$ cat src/rtl/soc_rtc_timer.sv
// soc_rtc_timer: word-addressed real-time counter with prescaler, N compare alarms, overflow flag, W1C status and level irq.
// Optional RTC_EXT_TICK_EN: prescaler counts synchronised rising edges of rtc_tick_in instead of clk cycles.
module soc_rtc_timer #(
  parameter int IO_MAP_WIDTH   = 32,
  parameter int ADDR_WIDTH     = 4,
  parameter int PRESCALE_WIDTH = 16,
  parameter int N_ALARMS       = 2
) (
  input  logic                    clk,
  input  logic                    rst_n,
  input  logic [ADDR_WIDTH-1:0]   rtc_addr,
  input  logic [IO_MAP_WIDTH-1:0] rtc_wdata,
  input  logic                    rtc_we,
  input  logic                    rtc_re,
`ifdef RTC_EXT_TICK_EN
  input  logic                    rtc_tick_in,
`endif
  output logic [IO_MAP_WIDTH-1:0] rtc_rdata,
  output logic                    rtc_ready,
  output logic                    rtc_irq
);
  localparam int W = IO_MAP_WIDTH;

  logic                      en_q, en_d;
  logic [N_ALARMS-1:0]       aie_q, aie_d;
  logic                      oie_q, oie_d;
  logic [PRESCALE_WIDTH-1:0] prescale_q, prescale_d;
  logic [PRESCALE_WIDTH-1:0] psc_q, psc_d;
  logic [W-1:0]              count_q, count_d;
  logic [N_ALARMS-1:0]       apend_q, apend_d;
  logic                      opend_q, opend_d;
  logic [W-1:0]              alarm_q [N_ALARMS];
  logic [W-1:0]              alarm_d [N_ALARMS];
  logic [W-1:0]              rdata_q, rdata_d;
  logic                      ready_q, ready_d;
  logic                      pulse, tick, wr_count;
  logic [W-1:0]              count_inc, rd;

  // Bit n of v; positions beyond the bus width read as 0 so narrow builds stay legal.
  function automatic logic wbit(input logic [W-1:0] v, input int n);
    logic [W-1:0] sh;
    sh = v >> n;
    return sh[0];
  endfunction

  function automatic logic [W-1:0] bitv(input logic b, input int n);
    return {{(W-1){1'b0}}, b} << n;
  endfunction

`ifdef RTC_EXT_TICK_EN
  // [0],[1] synchroniser, [2] previous level, [3] registered rising-edge pulse
  logic [3:0] sync_q, sync_d;

  always_comb begin
    sync_d = {sync_q[1] & ~sync_q[2], sync_q[1], sync_q[0], rtc_tick_in};
  end

  always_ff @(posedge clk or negedge rst_n) begin
    if (!rst_n) sync_q <= '0;
    else        sync_q <= sync_d;
  end

  assign pulse = en_q & sync_q[3];
`else
  assign pulse = en_q;
`endif

  always_comb begin
    en_d       = en_q;
    aie_d      = aie_q;
    oie_d      = oie_q;
    prescale_d = prescale_q;
    psc_d      = psc_q;
    count_d    = count_q;
    apend_d    = apend_q;
    opend_d    = opend_q;
    for (int i = 0; i < N_ALARMS; i++) alarm_d[i] = alarm_q[i];
    tick      = pulse && (psc_q == prescale_q);
    wr_count  = rtc_we && (rtc_addr == ADDR_WIDTH'(2));
    count_inc = count_q + W'(1);

    if (pulse) psc_d = tick ? '0 : psc_q + PRESCALE_WIDTH'(1);

    if (rtc_we) begin
      if (rtc_addr == ADDR_WIDTH'(0)) begin
        en_d = rtc_wdata[0];
        for (int i = 0; i < N_ALARMS; i++) aie_d[i] = wbit(rtc_wdata, 8 + i);
        oie_d = wbit(rtc_wdata, 16);
      end
      if (rtc_addr == ADDR_WIDTH'(1)) begin
        prescale_d = rtc_wdata[PRESCALE_WIDTH-1:0];
        psc_d      = '0;
      end
      if (wr_count) count_d = rtc_wdata;
      if (rtc_addr == ADDR_WIDTH'(3)) begin
        for (int i = 0; i < N_ALARMS; i++) if (wbit(rtc_wdata, i)) apend_d[i] = 1'b0;
        if (wbit(rtc_wdata, 16)) opend_d = 1'b0;
      end
      for (int i = 0; i < N_ALARMS; i++)
        if (rtc_addr == ADDR_WIDTH'(4 + i)) alarm_d[i] = rtc_wdata;
    end

    // Set events are applied after W1C clears so a coincident set wins.
    if (tick && !wr_count) begin
      count_d = count_inc;
      if (count_q == '1) opend_d = 1'b1;
      for (int i = 0; i < N_ALARMS; i++) if (count_inc == alarm_q[i]) apend_d[i] = 1'b1;
    end

    rd = '0;
    if (rtc_addr == ADDR_WIDTH'(0)) begin
      rd = bitv(en_q, 0) | bitv(oie_q, 16);
      for (int i = 0; i < N_ALARMS; i++) rd = rd | bitv(aie_q[i], 8 + i);
    end
    if (rtc_addr == ADDR_WIDTH'(1)) rd = W'(prescale_q);
    if (rtc_addr == ADDR_WIDTH'(2)) rd = count_q;
    if (rtc_addr == ADDR_WIDTH'(3)) begin
      rd = bitv(opend_q, 16);
      for (int i = 0; i < N_ALARMS; i++) rd = rd | bitv(apend_q[i], i);
    end
    for (int i = 0; i < N_ALARMS; i++)
      if (rtc_addr == ADDR_WIDTH'(4 + i)) rd = alarm_q[i];

    rdata_d = rtc_re ? rd : rdata_q;
    ready_d = rtc_re | rtc_we;
  end

  always_ff @(posedge clk or negedge rst_n) begin
    if (!rst_n) begin
      en_q       <= 1'b0;
      aie_q      <= '0;
      oie_q      <= 1'b0;
      prescale_q <= '0;
      psc_q      <= '0;
      count_q    <= '0;
      apend_q    <= '0;
      opend_q    <= 1'b0;
      for (int i = 0; i < N_ALARMS; i++) alarm_q[i] <= '1;
      rdata_q    <= '0;
      ready_q    <= 1'b0;
    end else begin
      en_q       <= en_d;
      aie_q      <= aie_d;
      oie_q      <= oie_d;
      prescale_q <= prescale_d;
      psc_q      <= psc_d;
      count_q    <= count_d;
      apend_q    <= apend_d;
      opend_q    <= opend_d;
      for (int i = 0; i < N_ALARMS; i++) alarm_q[i] <= alarm_d[i];
      rdata_q    <= rdata_d;
      ready_q    <= ready_d;
    end
  end

  assign rtc_rdata = rdata_q;
  assign rtc_ready = ready_q;
  assign rtc_irq   = (|(apend_q & aie_q)) | (opend_q & oie_q);

endmodule

$ cat config.mk
export PLATFORM = sky130hd
export DESIGN_NAME = soc_rtc_timer
export DESIGN_NICKNAME = d
export VERILOG_FILES = /design/src/rtl/soc_rtc_timer.sv
export SDC_FILE = /design/constraint.sdc
export NUM_CORES = 1
export LEC_CHECK = 0
export CAP_MARGIN = 0
export CORE_MARGIN = 1.5
export CORE_UTILIZATION = 50
export CTS_CLUSTER_SIZE = 20
export DETAILED_ROUTE_END_ITERATION = 8
export GPL_ROUTABILITY_DRIVEN = 0
export PLACE_DENSITY_LB_ADDON = 0.12
export SYNTH_ARGS = -nofsm -noshare
export SYNTH_HDL_FRONTEND = slang
export SYNTH_SLANG_ARGS = --single-unit
$ cat constraint.sdc
create_clock -name clk -period 6.9 [get_ports clk]
set_clock_uncertainty 0.05 [all_clocks]
set_input_delay 1.38 -clock clk [delete_from_list [all_inputs] [get_ports clk]]
set_output_delay 1.38 -clock clk [all_outputs]
set_load 0.005 [all_outputs]
==> results by stage, run 1 <==
Status:
- The flow ran to the end, and the final reports show no timing, DRC or antenna violations.

Final layout:
- Relative to the synthesized area, the layout overhead comes to 14.33%.
- The net count reported at finish is 1072.
- The finished layout holds 1308 standard cells, fillers aside.
- The repair_antennas step left the layout with diodes totalling 0.
- The sequential standard cell area is 4284 um^2.
- The filler cells instantiated in the layout total 1739.
- The share of post-route cells with drive strength above 1 is 0.2128.
- Summing all multi-input logic gate instances after layout gives 5240 um^2.

Yosys:
- The synthesized design contains 0 enable-type register cells.
- The number of cells produced by synthesis is 1002.
- In this run, distinct cell masters in the synthesized netlist total 65.
- The mean instance size in the synthesized netlist is 9.862 um^2.
- For this run, the leading register cell type out of synthesis is dfrtp_1.
- The cell area that synthesis handed to floorplanning was 9882 um^2.
- Counting every net in the synthesized netlist gives 1044.
- After synthesis the netlist holds a flip-flop and latch count of 168.
- The total number of yosys warnings is 0.
- The fraction of synthesis flops using an asynchronous set or reset pin is 1.000.
- The share of the Yosys chip area taken by registers is 0.4335.

Timing:
- The worst path needs 3.779 ns of the cycle, external delays included.
- The transition at the pin with the smallest max-transition slack is 1.067 ns.
- Based on the critical path, the design can be clocked at up to 264.6 MHz.
- Measured against its own limit, the worst slew margin works out to 0.2850.
- Setup repair after global routing left no endpoint under its margin.
- The number of pins exceeding their max-slew limit in the final report is 0.
- The number of hold violations in the final report is 0.
- In the finished design, the share of the clock period the worst path needs comes to 0.5477.
- Setup violations remaining at the end of the flow were counted as 0.
- The final setup TNS is 0 ns.

Floorplan:
- The floorplan step set the die height to 143.6 um.
- The die covers 20620 um^2.
- The floorplan core area is 19400 um^2.
- The floorplan has 51 rows.
- In this run the horizontal extent of the chip is 143.6 um.
- The total I/O pin count is 74.
- The initial core utilization is 0.5094.

Clocking:
- The maximum number of buffers from clock root to sink is 2.
- CTS saw 168 sinks.
- For this design, the CTS-stage hold fixing added 0 buffers.
- In this run, CTS created clock tree buffers numbering 17.
- The TritonCTS clock tree is done.
- After clock tree synthesis, the setup repair step added 0 buffers.
- Clock latency on the worst-skew pair, taken at its later pin, is 0.44 ns.
- The clock slew at the register clock pins of the worst setup and hold paths is 0.07 ns.
- Clock tree synthesis selected as its root buffer the cell clkbuf_16.
- In this run the number of H-tree levels came out at 4.
- The number of gates resized after cts is 0.

Global route:
- For this run, the total global-route usage over all layers was measured as 0.2809.
- The initial antenna violation count was 0.
- Entering global routing, the biggest net connects 66 pins.
- The global-route wire length before repair is 43.75 mm.
- The overflow left after global routing is 0.
- The number of global-route vias before repair came to 7543.

Detailed routing:
- For this block, the initial DRC count from the detailed router was 834.
- Before antenna repair, the detailed router went through 6 iterations.
- In the final routed layout, each cell accounts on average for 21.14 um.
- The remaining design rule violation count is 0.
- Using the TritonRoute via totals, the vias-per-cell ratio works out to 6.030.
- The residual antenna-violating net count after detailed routing is 0.
- After detailed routing, the total wire length is 27.65 mm.
- For this block, the via count after detailed routing is 7887.

Power:
- The power density over cell area is 300.6 nW/um^2.
- The leakage power summed over all cells is 4.245 nW.
- The worst IR drop on VDD is 0.1552 mV.

Place:
- The post-detailed-placement half-perimeter wirelength is 19.70 mm.
- The count of buffers added on input and output ports is 73.
- The number of placed cells counting well taps is 1276.

Setup path:
- The critical register-to-register path startpoint is count_q[7].
- The worst register-to-register path ends at apend_q[0].
- The setup slack on the worst flop-to-flop path is 3.15 ns.
- The critical path start-end classification is in2reg.
- Data on the critical path arrives at its endpoint at 4.09 ns.
- The nature of the critical path endpoint is a flip-flop.
- The required time of the worst setup path is 7.21 ns.
- Counting cells, the worst reg-to-reg path comes to 8.
- STA classifies the critical path startpoint as an input pin.
- Of all nets on the critical path, the largest fanout is 32.

Job:
- The max-cap check violation count is 0.

Min path:
- Along the worst hold path, the cell count comes to 2.
- In this run the most critical hold path is launched from rtc_rdata[18].
- In this run the worst hold path is classified as reg2reg.
- The end of the worst hold path is rtc_rdata[18].
where the power goes:
part	internal, mW	leakage [nW]	switching, mW
Clock	0.512	0.282	0.452
Sequential	1.24	1.96	0.360
Combinational	0.430	2.00	0.399
Total	2.19	4.24	1.21
cell type report:
type	instances	area share
Tap cell	265	0.02935
Sequential cell	168	0.3792
Timing Repair Buffer	84	0.07165
Inverter	13	0.004319
Clock buffer	17	0.03765
Multi-Input combinational cell	746	0.4638
Clock inverter	15	0.01406
cell families after synthesis:
| logic type | share of synthesized area |
|---|---|
| AND/OR/NAND/NOR | 0.1757 |
| AO/OA/AOI/OAI | 0.1202 |
| XOR/XNOR | 0.1267 |
| buffers and inverters | 0.03697 |
| flip-flops | 0.4335 |
| adder cells (fa/ha/maj) | 0.002532 |
| multiplexers | 0.1043 |
cells in the final DEF (no fill, tap or decap), types with 3 or more instances in the layout:
cell type | synthesis | routed
or4_1 | 3 | 3
nand3_1 | 28 | 28
nand3_2 | 5 | 5
nand4_1 | 24 | 24
a22o_1 | 4 | 4
xor2_1 | 68 | 68
a22oi_1 | 24 | 24
nor3b_1 | 3 | 3
nor4_1 | 12 | 12
nor4_2 | 4 | 4
o32ai_1 | 5 | 5
o21ai_0 | 38 | 38
dfrtp_1 | 104 | 104
nor2b_1 | 5 | 5
clkdlybuf4s50_1 | 0 | 71
and3_1 | 13 | 12
nor3_1 | 14 | 14
clkbuf_16 | 0 | 17
inv_1 | 13 | 13
nand4b_1 | 3 | 3
mux2i_1 | 4 | 4
o21ai_1 | 13 | 13
and4_1 | 6 | 6
and2_1 | 4 | 4
o2111ai_1 | 4 | 4
dfstp_2 | 64 | 64
nand2_1 | 94 | 94
buf_4 | 3 | 11
inv_6 | 0 | 6
o211ai_1 | 6 | 6
mux2_2 | 88 | 88
nor2_1 | 86 | 86
xnor2_1 | 75 | 75
nand2b_1 | 8 | 8
a31oi_1 | 13 | 13
a222oi_1 | 19 | 19
nand3b_1 | 3 | 3
a21oi_1 | 36 | 36
worst max-delay path: stages:
cell	delay, ns
clkdlybuf4s50_1	0.62
nor4b_2	0.34
buf_4	0.42
nand2_1	0.55
buf_4	0.44
mux2_2	0.31
per-stage QoR:
step	util	area (um^2)	worst slack [ns]	hold slack [ns]	total power, mW
after global placement	0.5523	10710	2.830	0.4634	2.409
after global routing	0.5824	11300	2.933	0.5027	3.564
after floorplan	-	9882	3.852	0.4115	2.114
final	0.5824	11300	3.121	0.4776	3.397
after detailed placement	0.5523	10710	2.713	0.4689	2.426
after CTS	0.5824	11300	3.157	0.4851	3.393
routing by layer:
layer,part of all wire,vias up,track usage
met5,0,-,0
met4,0.017,0,0.07841
met3,0.065,41,0.05365
met2,0.44,277,0.4173
met1,0.48,3932,0.4163
li1,-,3637,-
synth_stat cells, types with 12 or more instances:
library cell,count,share of area
nor4_1,12,0.0076
nand2_1,94,0.036
nand3_1,28,0.014
buf_2,19,0.0096
a21oi_1,36,0.018
o21ai_1,13,0.0066
dfrtp_1,104,0.26
inv_1,13,0.0049
xor2_1,68,0.060
and3_1,13,0.0082
a222oi_1,19,0.019
dfstp_2,64,0.17
o21ai_0,38,0.019
nand4_1,24,0.015
clkbuf_1,44,0.017
a31oi_1,13,0.0082
mux2_2,88,0.10
nor2_1,86,0.033
a22oi_1,24,0.018
xnor2_1,75,0.066
nor3_1,14,0.0071
worst max-delay path by stage:
stage / from / to / slack (ns)
after floorplan: rtc_addr[0] / prescale_q[10] / 3.85
after global placement: rtc_addr[0] / alarm_q[63] / 2.83
after detailed placement: rtc_addr[0] / alarm_q[55] / 2.71
after CTS: rtc_addr[0] / alarm_q[40] / 3.16
after global routing: count_q[7] / apend_q[0] / 2.93
final: rtc_addr[0] / alarm_q[40] / 3.12
state kept, by name, summed over array words and instances (netlist names):
signal / cells
alarm_q: 64
count_q: 32
rtc_rdata: 32
prescale_q: 16
psc_q: 16
aie_q: 2
apend_q: 2
en_q: 1
oie_q: 1
opend_q: 1
rtc_ready: 1
Note: power is estimated with default switching activity, not from simulation.
==> inputs of run 2 (changes only) <==
- clock period: 6.9 -> 3.8 ns (I/O delays scaled with it)
==> run 2 against run 1 <==
Effect of this change:
- clock power rose by 100%
- worst setup slack got worse by 2.5 ns
- critical path type is now reg2reg
- clock-buffer cell count rose by 1
- hold slack got worse by 0.29 ns
- routed wire length rose by 2.3%
- non-clock buffer count rose by 12
- largest cell class unchanged
- critical endpoint is now apend_q[0]
- cell count rose by 0.92%
- critical path depth rose by 3
- first-iteration DRC count rose by 3.2%
- sequential power rose by 80%
- total power rose by 88%
==> results by stage, run 2 (same netlist as run 1, synthesis figures left out) <==
Status:
- The run finished with clean final reports.

Timing:
- The worst relative slew slack is 0.3599 (+0.07489).
- Static timing analysis puts the maximum clock frequency at 312.8 MHz.
- The count of final setup violators came to 0 (unchanged).
- The transition at the pin with the smallest max-transition slack was 0.9601 ns (-0.1065 ns).
- The final setup TNS is 0 ns (unchanged).
- The number of hold violations in the final report came to 0 (unchanged).
- The clock period could shrink to 3.197 ns.
- The number of pins exceeding their max-slew limit in the final report came to 0 (unchanged).
- Setup repair after global routing left no endpoint under its margin.
- In the finished design, the share of the clock period the worst path needs comes to 0.8413.

Setup path:
- The critical path ends at apend_q[0].
- The critical register-to-register path startpoint is count_q[0].
- The destination of the worst register-to-register timing path is apend_q[0].
- STA classifies the critical path startpoint as a flip-flop.
- The top fanout value on the critical path is 8 (-75%).
- The cell count of the worst reg-to-reg path is 9 (+1).
- The startpoint of the worst setup timing path is count_q[0].
- The setup slack on the worst flop-to-flop path came to 0.60 ns (-2.55 ns).
- The largest stage delay on the critical path is 0.55 ns (-0.07 ns).
- Walking the worst path, the cells encountered are ha_1, nand3_2, nor4_2, buf_4, nand4b_1, xor2_1, xnor2_1, or4_1, o31ai_2.
- The cell type of the slowest stage on the worst timing path is dfrtp_1.
- The setup path with the least slack is of type reg2reg.
- The nature of the critical path endpoint is a flip-flop.
- The required time of the worst setup path is 4.10 ns (-3.11 ns).
- The data arrival time of the critical path was 3.50 ns (-0.59 ns).

Final layout:
- The share of post-route cells with drive strength above 1 is 0.2218 (+0.008953).
- In the layout the commonest cells are dfrtp_1 (104), nand2_1 (94), mux2_2 (88), nor2_1 (86), xnor2_1 (75).
- The layout overhead on the synthesized area is 16.02%.
- alarm_q holds more flip-flops than any other register.
- The net count reported at finish is 1084 (+1.1%).
- The most common library cell in the layout ignoring fill and taps is dfrtp_1.
- The antenna diode count is 0 (unchanged).
- The post-layout instance count excluding filler cells is 1320 (+0.92%).
- The number of flip-flops under the largest register name is 64 (unchanged).

Clocking:
- The number of buffers added by the clock tree synthesis step was 17 (unchanged).
- The number of sinks handled by clock tree synthesis is 168 (unchanged).
- TritonCTS built the clock tree.
- The number of gates resized after cts came to 0 (unchanged).
- The clock slew at the register clock pins of the worst setup and hold paths is 0.07 ns (about the same).
- The number of levels the H-tree was split into came to 4 (unchanged).
- The hold buffer count at cts is 0 (unchanged).
- The count of buffers added by post-CTS timing repair for setup is 0 (unchanged).
- The cell at the root of the clock tree is clkbuf_16.
- The maximum number of buffers from clock root to sink is 2 (unchanged).
- The insertion delay to the later sink of the worst-skew pair is 0.44 ns (about the same).

Power:
- The worst IR drop on VDD was 0.3607 mV (+130%).
- The power density over cell area came to 557.2 nW/um^2 (+85%).
- The leakage power summed over all cells is 4.342 nW (+2.3%).

Detailed routing:
- The number of iterations in the first detailed-routing pass came to 7 (+1).
- The routed via count divided by cell count is 6.078 (+0.80%).
- The remaining design rule violation count is 0 (unchanged).
- The count of routing violations after the opening detailed-route iteration is 861 (+3.2%).
- The routed length per instance is 21.43 um (+1.4%).
- The residual antenna-violating net count after detailed routing was 0 (unchanged).
- The total via count after detailed routing was 8023 (+1.7%).
- The total routed wirelength is 28.29 mm (+2.3%).

Min path:
- The type of the tightest min-delay check is in2async.

Global route:
- The number of global-route vias before repair came to 7713 (+2.3%).
- The pin count of the biggest net entering global routing is 67 (+1.5%).
- The initial antenna violation count came to 0 (unchanged).
- The overflow left after global routing is 0 (unchanged).
- The global-route wire length before repair is 44.63 mm (+2.0%).
- The total routing resource utilization after global routing was 0.2883 (+0.007370).

Floorplan:
- The total I/O pin count is 74 (unchanged).
- The full die area is 20620 um^2 (unchanged).
- The floorplan core area is 19400 um^2 (unchanged).
- The cell row count is 51 (unchanged).
- The x dimension of the die was 143.6 um (unchanged).
- The height of the die was 143.6 um (unchanged).
- The initial core utilization came to 0.5094 (unchanged).

Place:
- The number of placed cells counting well taps is 1288 (+0.94%).
- The post-detailed-placement half-perimeter wirelength is 20.53 mm (+4.3%).
- The number of buffer cells added on primary ports is 73 (unchanged).

Job:
- The max-cap check violation count is 0 (unchanged).
run 2: cell count changes in the layout (fill, tap and decap cells not counted):
cell | before | now
clkinv_2 | 1 | 0
clkbuf_8 | 0 | 1
buf_4 | 11 | 22
inv_8 | 2 | 1
clkinv_8 | 1 | 0
buf_12 | 0 | 1
clkinv_4 | 2 | 3
clkinvlp_4 | 2 | 1
inv_6 | 6 | 5
bufinv_16 | 1 | 4
run 2: worst min-delay path by stage:
stage | startpoint | end | depth (start not counted)
2_1_floorplan | rst_n | aie_q[0] | 0
3_3_place_gp | rtc_rdata[17] | rtc_rdata[17] | 2
3_5_place_dp | rtc_rdata[16] | rtc_rdata[16] | 2
4_1_cts | rst_n | psc_q[11] | 1
5_1_grt | rst_n | prescale_q[11] | 1
6_report | rst_n | prescale_q[10] | 1
run 2: where the power goes:
group	leakage, nW	switching [mW]	internal [mW]
sequential	1.96	0.624	2.26
combinational	2.06	0.777	0.795
clock	0.314	0.795	1.14
total	4.34	2.20	4.19
run 2: layout make-up:
cell class	count	area, um^2
clock inverter	14	209.0
timing repair buffer	96	912.1
sequential	168	4284
clock buffer	18	439.2
tap	265	331.6
inverter	13	48.80
fill	1691	7934
multi-input combinational	746	5240
run 2: through the flow:
stage | instance area, um^2 | total power [mW] | hold slack (ns) | util | setup slack (ns)
floorplan | 9882 | 3.839 | 0.4115 | - | 1.181
global placement | 10820 | 4.409 | 0.4607 | 0.5576 | 0.7682
detailed placement | 10820 | 4.441 | 0.4651 | 0.5576 | 0.7092
CTS | 11460 | 6.382 | 0.1966 | 0.5910 | 0.6358
global route | 11460 | 6.684 | 0.2162 | 0.5910 | 0.4700
finish | 11460 | 6.388 | 0.1854 | 0.5910 | 0.6030
run 2: critical path, delay by kind of cell, from the launching register on:
| kind | cells | cell delay (ns) |
|---|---|---|
| and+or+nand+nor | 4 | 1.30 |
| DFF | 1 | 0.55 |
| adders and majority gates | 1 | 0.31 |
| xor gates and xnor gates | 2 | 0.43 |
| AOI/OAI and AO/OA | 1 | 0.25 |
| buffers and inverters | 1 | 0.20 |
run 2: per-layer routing:
metal | track usage | vias up | routed length [um]
met4 | 0.08432 | 0 | 611
met3 | 0.06631 | 50 | 2378
met1 | 0.4215 | 3971 | 13030
met2 | 0.4248 | 337 | 12260
met5 | 0 | - | 0
li1 | - | 3665 | -
==> inputs of run 3 (changes only) <==
- clock period: 3.8 -> 2.61 ns (I/O delays scaled with it)
==> run 3 against run 2 <==
Effect of this change:
- the run now ends with negative setup slack left
- combinational power is 89% higher
- sequential power increased by 37%
- hold slack gained 0.29 ns
- critical path depth increased by 1
- routed wire length rose by 4.5%
- first-iteration DRC count fell by 5.8%
- sequential share of layout area fell by 2.5 points
- total power rose by 47%
- global-route usage up 0.88 points
- die area did not move
- worst setup slack got worse by 0.65 ns
- highest routed layer unchanged
==> results by stage, run 3 (same netlist as run 1, synthesis figures left out) <==
Detailed routing:
- The routed via count divided by cell count came to 5.964 (-1.9%).
- The detailed-routed wire length on met2 is 13.11 mm (+6.9%).
- The met3 wire length was 2.118 mm (-11%).
- The number of iterations in the first detailed-routing pass is 6 (-1).
- The remaining design rule violation count was 0 (unchanged).
- The uppermost signal routing layer after detailed routing is met4.
- The routed length per instance is 21.03 um (-1.8%).
- The count of routing violations after the opening detailed-route iteration was 811 (-5.8%).
- The total routed wirelength came to 29.55 mm (+4.5%).
- The wire length on met1 is 13.62 mm (+4.5%).
- The total via count after detailed routing is 8379 (+4.4%).
- The residual antenna-violating net count after detailed routing is 0 (unchanged).

Clocking:
- TritonCTS built the clock tree.
- The maximum number of buffers from clock root to sink is 2 (unchanged).
- The number of buffers added by the clock tree synthesis step came to 17 (unchanged).
- The number of sinks handled by clock tree synthesis is 168 (unchanged).
- The clock slew at the register clock pins of the worst setup and hold paths is 0.07 ns (about the same).
- The tree is rooted in a clkbuf_16.
- The number of levels the H-tree was split into is 4 (unchanged).
- The insertion delay to the later sink of the worst-skew pair is 0.45 ns (about the same).

Final layout:
- The number of flip-flops under the largest register name is 64 (unchanged).
- The top cell types in the final layout, fill and taps aside, are dfrtp_1 (99), buf_4 (94), nand2_1 (92), mux2_2 (88), nor2_1 (82).
- More flip-flops sit in one register than any other, and that register is alarm_q.
- The net count reported at finish is 1169 (+7.8%).
- The share of post-route cells with drive strength above 1 is 0.3096 (+0.08785).
- The antenna diode count is 0 (unchanged).
- The end-of-flow core utilization is 0.6347 (+0.04373).
- The library cell used most frequently in the layout, excluding fill and tap cells, is dfrtp_1.
- From synthesis to final layout, the design area changed by 24.60%.

Timing:
- The timing-limited maximum frequency is 376.8 MHz (+20%).
- The shortest period the worst path allows is 2.654 ns (-0.5430 ns).
- The worst setup margin came to -0.04393 ns (-0.6470 ns).
- The final setup TNS is -0.04393 ns (-0.04393 ns).
- The worst relative slew slack is 0.5388 (+0.1789).
- The portion of the clock cycle consumed by the worst path in the final layout is 1.017 (+0.1755).
- The final worst hold slack is 0.4790 ns (+0.2936 ns).
- Setup repair after global routing could not meet its margin everywhere.
- The transition at the pin with the smallest max-transition slack is 0.6918 ns (-0.2683 ns).
- The number of pins exceeding their max-slew limit in the final report is 0 (unchanged).
- The count of final setup violators is 1 (+1).
- The number of hold violations in the final report is 0 (unchanged).

Setup path:
- The critical path is of the reg2reg type.
- On the critical path the largest part of the delay comes from simple AND/OR/NAND/NOR gates.
- Traced cell by cell, the critical path runs through buf_4, nand3_4, nor4_4, buf_4, and3_4, and3_4, xnor2_2, nand4_1, or4_1, o31ai_2.
- The critical path buffer and inverter count is 2 (+1).
- The top fanout value on the critical path came to 3 (-5).
- The largest stage delay on the critical path is 0.54 ns (about the same).
- STA classifies the critical path endpoint as a flip-flop.
- The required time of the worst setup path is 2.90 ns (-1.20 ns).
- The cell type of the slowest stage on the worst timing path is or4_1.
- The data arrival time of the critical path is 2.94 ns (-0.56 ns).
- The worst setup path is launched from a flip-flop.

Status:
- The final reports fail on negative setup slack.
- The flow ran to the end, but the final reports show violations.

Floorplan:
- The full die area is 20620 um^2 (unchanged).
- The cell row count came to 51 (unchanged).
- The x dimension of the die is 143.6 um (unchanged).
- The initial core utilization is 0.5094 (unchanged).
- The floorplan core area is 19400 um^2 (unchanged).
- The total I/O pin count is 74 (unchanged).
- The height of the die was 143.6 um (unchanged).

Global route:
- The number of global-route vias before repair is 8154 (+5.7%).
- The initial antenna violation count is 0 (unchanged).
- The global-route wire length before repair is 46.01 mm (+3.1%).
- The total routing resource utilization after global routing is 0.2970 (+0.008751).
- The overflow left after global routing is 0 (unchanged).
- The pin count of the biggest net entering global routing is 52 (-22%).

Job:
- The max-cap check violation count is 0 (unchanged).

Power:
- The total power of the final layout is 9.396 mW (+47%).
- The power density over cell area is 763.1 nW/um^2 (+37%).
- The worst IR drop on VDD came to 0.3896 mV (+8.0%).
- The leakage power summed over all cells is 4.803 nW (+11%).

Place:
- The number of buffer cells added on primary ports came to 73 (unchanged).
- The post-detailed-placement half-perimeter wirelength was 21.50 mm (+4.7%).
- The pre-CTS setup slack is -0.01032 ns (-0.7196 ns).

Min path:
- The min-delay analysis places its worst path in the category reg2reg.
## run 3: repair_timing
item,in CTS,in global routing
hold buffers,1,0
pin swaps,0,17
endpoints found under the setup margin,2,5
buffers inserted,0,10
resized for setup,3,47
endpoints found under the hold margin,20,0
## run 3: final timing paths
kind,startpoint,end,slack (ns),cells past startpoint
min,rtc_rdata[22],rtc_rdata[22],0.48,2
max,count_q[12],apend_q[0],-0.04,10
min reg2reg,rtc_rdata[22],rtc_rdata[22],0.48,2
max in group asynchronous,rst_n,alarm_q[35],1.31,3
min in group asynchronous,rst_n,rtc_rdata[10],0.51,2
max reg2reg,count_q[12],apend_q[0],-0.04,10
## run 3: through the flow
step / cell area [um^2] / std cells
2_1_floorplan: 9891 / 1002
3_3_place_gp: 11440 / 1362
3_5_place_dp: 11440 / 1362
4_1_cts: 12040 / 1395
5_1_grt: 12310 / 1405
6_report: 12310 / 1405
## run 3: cell type report
| cell class | instances | area, um^2 |
|---|---|---|
| Inverter | 13 | 48.80 |
| Clock buffer | 17 | 425.4 |
| Tap cell | 265 | 331.6 |
| Sequential cell | 168 | 4290 |
| Timing Repair Buffer | 181 | 1642 |
| Multi-Input combinational cell | 746 | 5439 |
| Fill cell | 1635 | 7086 |
| Clock inverter | 15 | 136.4 |
## run 3: tightest hold or removal path, stage by stage, from the launching register on
cell and delay (ns):
dfrtp_1 0.34, nor2_1 0.04, a21oi_1 0.10
## run 3: power breakdown
| group | leakage [nW] | internal, mW | switching [mW] |
|---|---|---|---|
| Clock | 0.276 | 1.26 | 1.21 |
| Combinational | 2.57 | 1.45 | 1.51 |
| Sequential | 1.96 | 3.30 | 0.660 |
| Total | 4.80 | 6.01 | 3.38 |
## run 3: layer usage
metal,global-route usage,vias to the layer above
li1,-,3835
met1,0.4302,4145
met2,0.4443,338
met3,0.06065,61
met4,0.09560,0
met5,0,-
==> variant, RTL diff (flow settings as in run 1) <==
Build with the macro `RTC_EXT_TICK_EN` defined.
--- a/src/rtl/soc_rtc_timer.sv
+++ b/src/rtl/soc_rtc_timer.sv
@@ -1,4 +1,6 @@
 // soc_rtc_timer: word-addressed real-time counter with prescaler, N compare alarms, overflow flag, W1C status and level irq.
 // Optional RTC_EXT_TICK_EN: prescaler counts synchronised rising edges of rtc_tick_in instead of clk cycles.
+`define RTC_EXT_TICK_EN
+
 module soc_rtc_timer #(
   parameter int IO_MAP_WIDTH   = 32,
Interface: changed (added rtc_tick_in); port bits go from 74 to 75. The function was not compared with the original's and may differ.
==> variant against run 1 <==
Power fell by 5.8%; synthesized area fell by 1.4%; largest power group unchanged; worst hold slack got worse by 0.18 ns; worst setup slack got worse by 0.38 ns; utilization rose by 0.35 points; final area fell by 2.0%; sequential cell count rose by 4; first-iteration DRC count fell by 20%; synthesized cell count rose by 2.7%; wire length fell by 2.2%.
==> variant: results (changes against run 1) <==
* Result of the run: finished clean
* Slew at the pin closest to its max-slew limit at 1.123 ns (+0.05664 ns)
* Maximum number of pins on one net before global-route repair at 82 (+24%)
* Number of filler instances in the final layout at 1666 (-4.2%)
* Total instance count after detailed placement at 1295 (+1.5%)
* First-pass GRT wire length at 43060 microns (-1.6%)
* Drt first-iter violations at 666 (-20%)
* Fraction of final layout cells sized beyond drive strength 1 at 0.1623 (-0.05056)
* CP Max Fanout at 21 (-34%)
* Number of global-route vias before repair at 7438 (-1.4%)
* Worst slack after detailed placement at 2.382 ns (-0.3310 ns)
* Layout Nets at 1097 (+2.3%)
* Number of vias per cell at 5.876 (-2.5%)
* Top post-synthesis cells by area: dfrtp_1 (28%), dfstp_2 (17%), xnor2_1 (8.0%)
* Global-route usage over all layers at 0.2810 (about the same)
* Cells after Synth at 1029 (+2.7%)
* Count of distinct cell types in the synthesized netlist at 59 (-9.2%)
* Number of vias in the routed layout at 7792 (-1.2%)
* Endpoint arrival time on the critical path at 4.42 ns (+0.33 ns)
* Leading cell types by count after synthesis: nand2_1 (154), dfrtp_1 (108), nor2_1 (96), xnor2_1 (89), dfstp_2 (64)
* Static Leakage at 4.275 nW (+0.71%)
* Routed wire length at 27050 microns (-2.2%)
* Post-Place Cell Area at 10540 sq um (-1.6%)
* Input/output buffers at 74 (+1.4%)
* Maximum vdd ir drop at 0.1611 mV (+3.8%)
* Sequential area share after synthesis at 0.4500 (+0.01651)
## variant: cell count changes after synthesis, moves of 11 or more
cell,run 1,this run
clkbuf_1,44,55
o21ai_0,38,52
nand2_1,94,154
xnor2_1,75,89
o21ai_1,13,0
mux2_2,88,62
## variant: layer usage
metal,GRT usage,share of wire,up-vias
li1,-,-,3647
met3,0.05989,0.068,49
met1,0.3932,0.45,3763
met5,0,0,-
met2,0.4320,0.46,333
met4,0.09875,0.024,0
## variant: area by class of cell
type	count	area (sq um)	share of cell area
clock buffers	25	485.5	0.04385
repair buffers	83	804.5	0.07267
well taps	260	325.3	0.02939
flip-flops and latches	172	4384	0.3960
multi-input cells	766	4976	0.4495
clock inverters	6	42.54	0.003843
inverters	14	52.55	0.004747
## variant: power by group
group,total (mW),internal [mW],switching (mW)
logic,0.764,0.390,0.374
clock network,0.883,0.486,0.397
registers,1.55,1.26,0.296
total,3.20,2.13,1.07
## variant: cells by family after synthesis
| family | after synthesis | share of synthesized area |
|---|---|---|
| and+or+nand+nor | 373 | 0.1781 |
| AOI/OAI and AO/OA | 179 | 0.1218 |
| DFF | 172 | 0.4500 |
| xor gates and xnor gates | 147 | 0.1322 |
| buffers and inverters | 91 | 0.03930 |
| muxes | 65 | 0.07603 |
| adders and majority gates | 2 | 0.002568 |
## variant: critical path: stages
cell and delay, ns:
clkdlybuf4s50_1 0.72, nor2b_1 0.69, and2_1 0.93, nand2_1 0.26, and3_1 0.23, o2111ai_1 0.10
o31ai_1 0.10
## variant: final timing paths
check,startpoint,endpoint,slack (ns),cells after the start
max,rtc_addr[1],apend_q[1]$_DFF_PN0_,2.74,7
min,sync_q[0]$_DFF_PN0_,sync_q[1]$_DFF_PN0_,0.30,0
max reg2reg,count_q[0]$_DFFE_PN0P_,apend_q[0]$_DFF_PN0_,3.29,9
min reg2reg,sync_q[0]$_DFF_PN0_,sync_q[1]$_DFF_PN0_,0.30,0
max in group asynchronous,rst_n,prescale_q[15]$_DFFE_PN0P_,4.83,2
min in group asynchronous,rst_n,rtc_rdata[0]$_DFFE_PN0P_,0.71,1
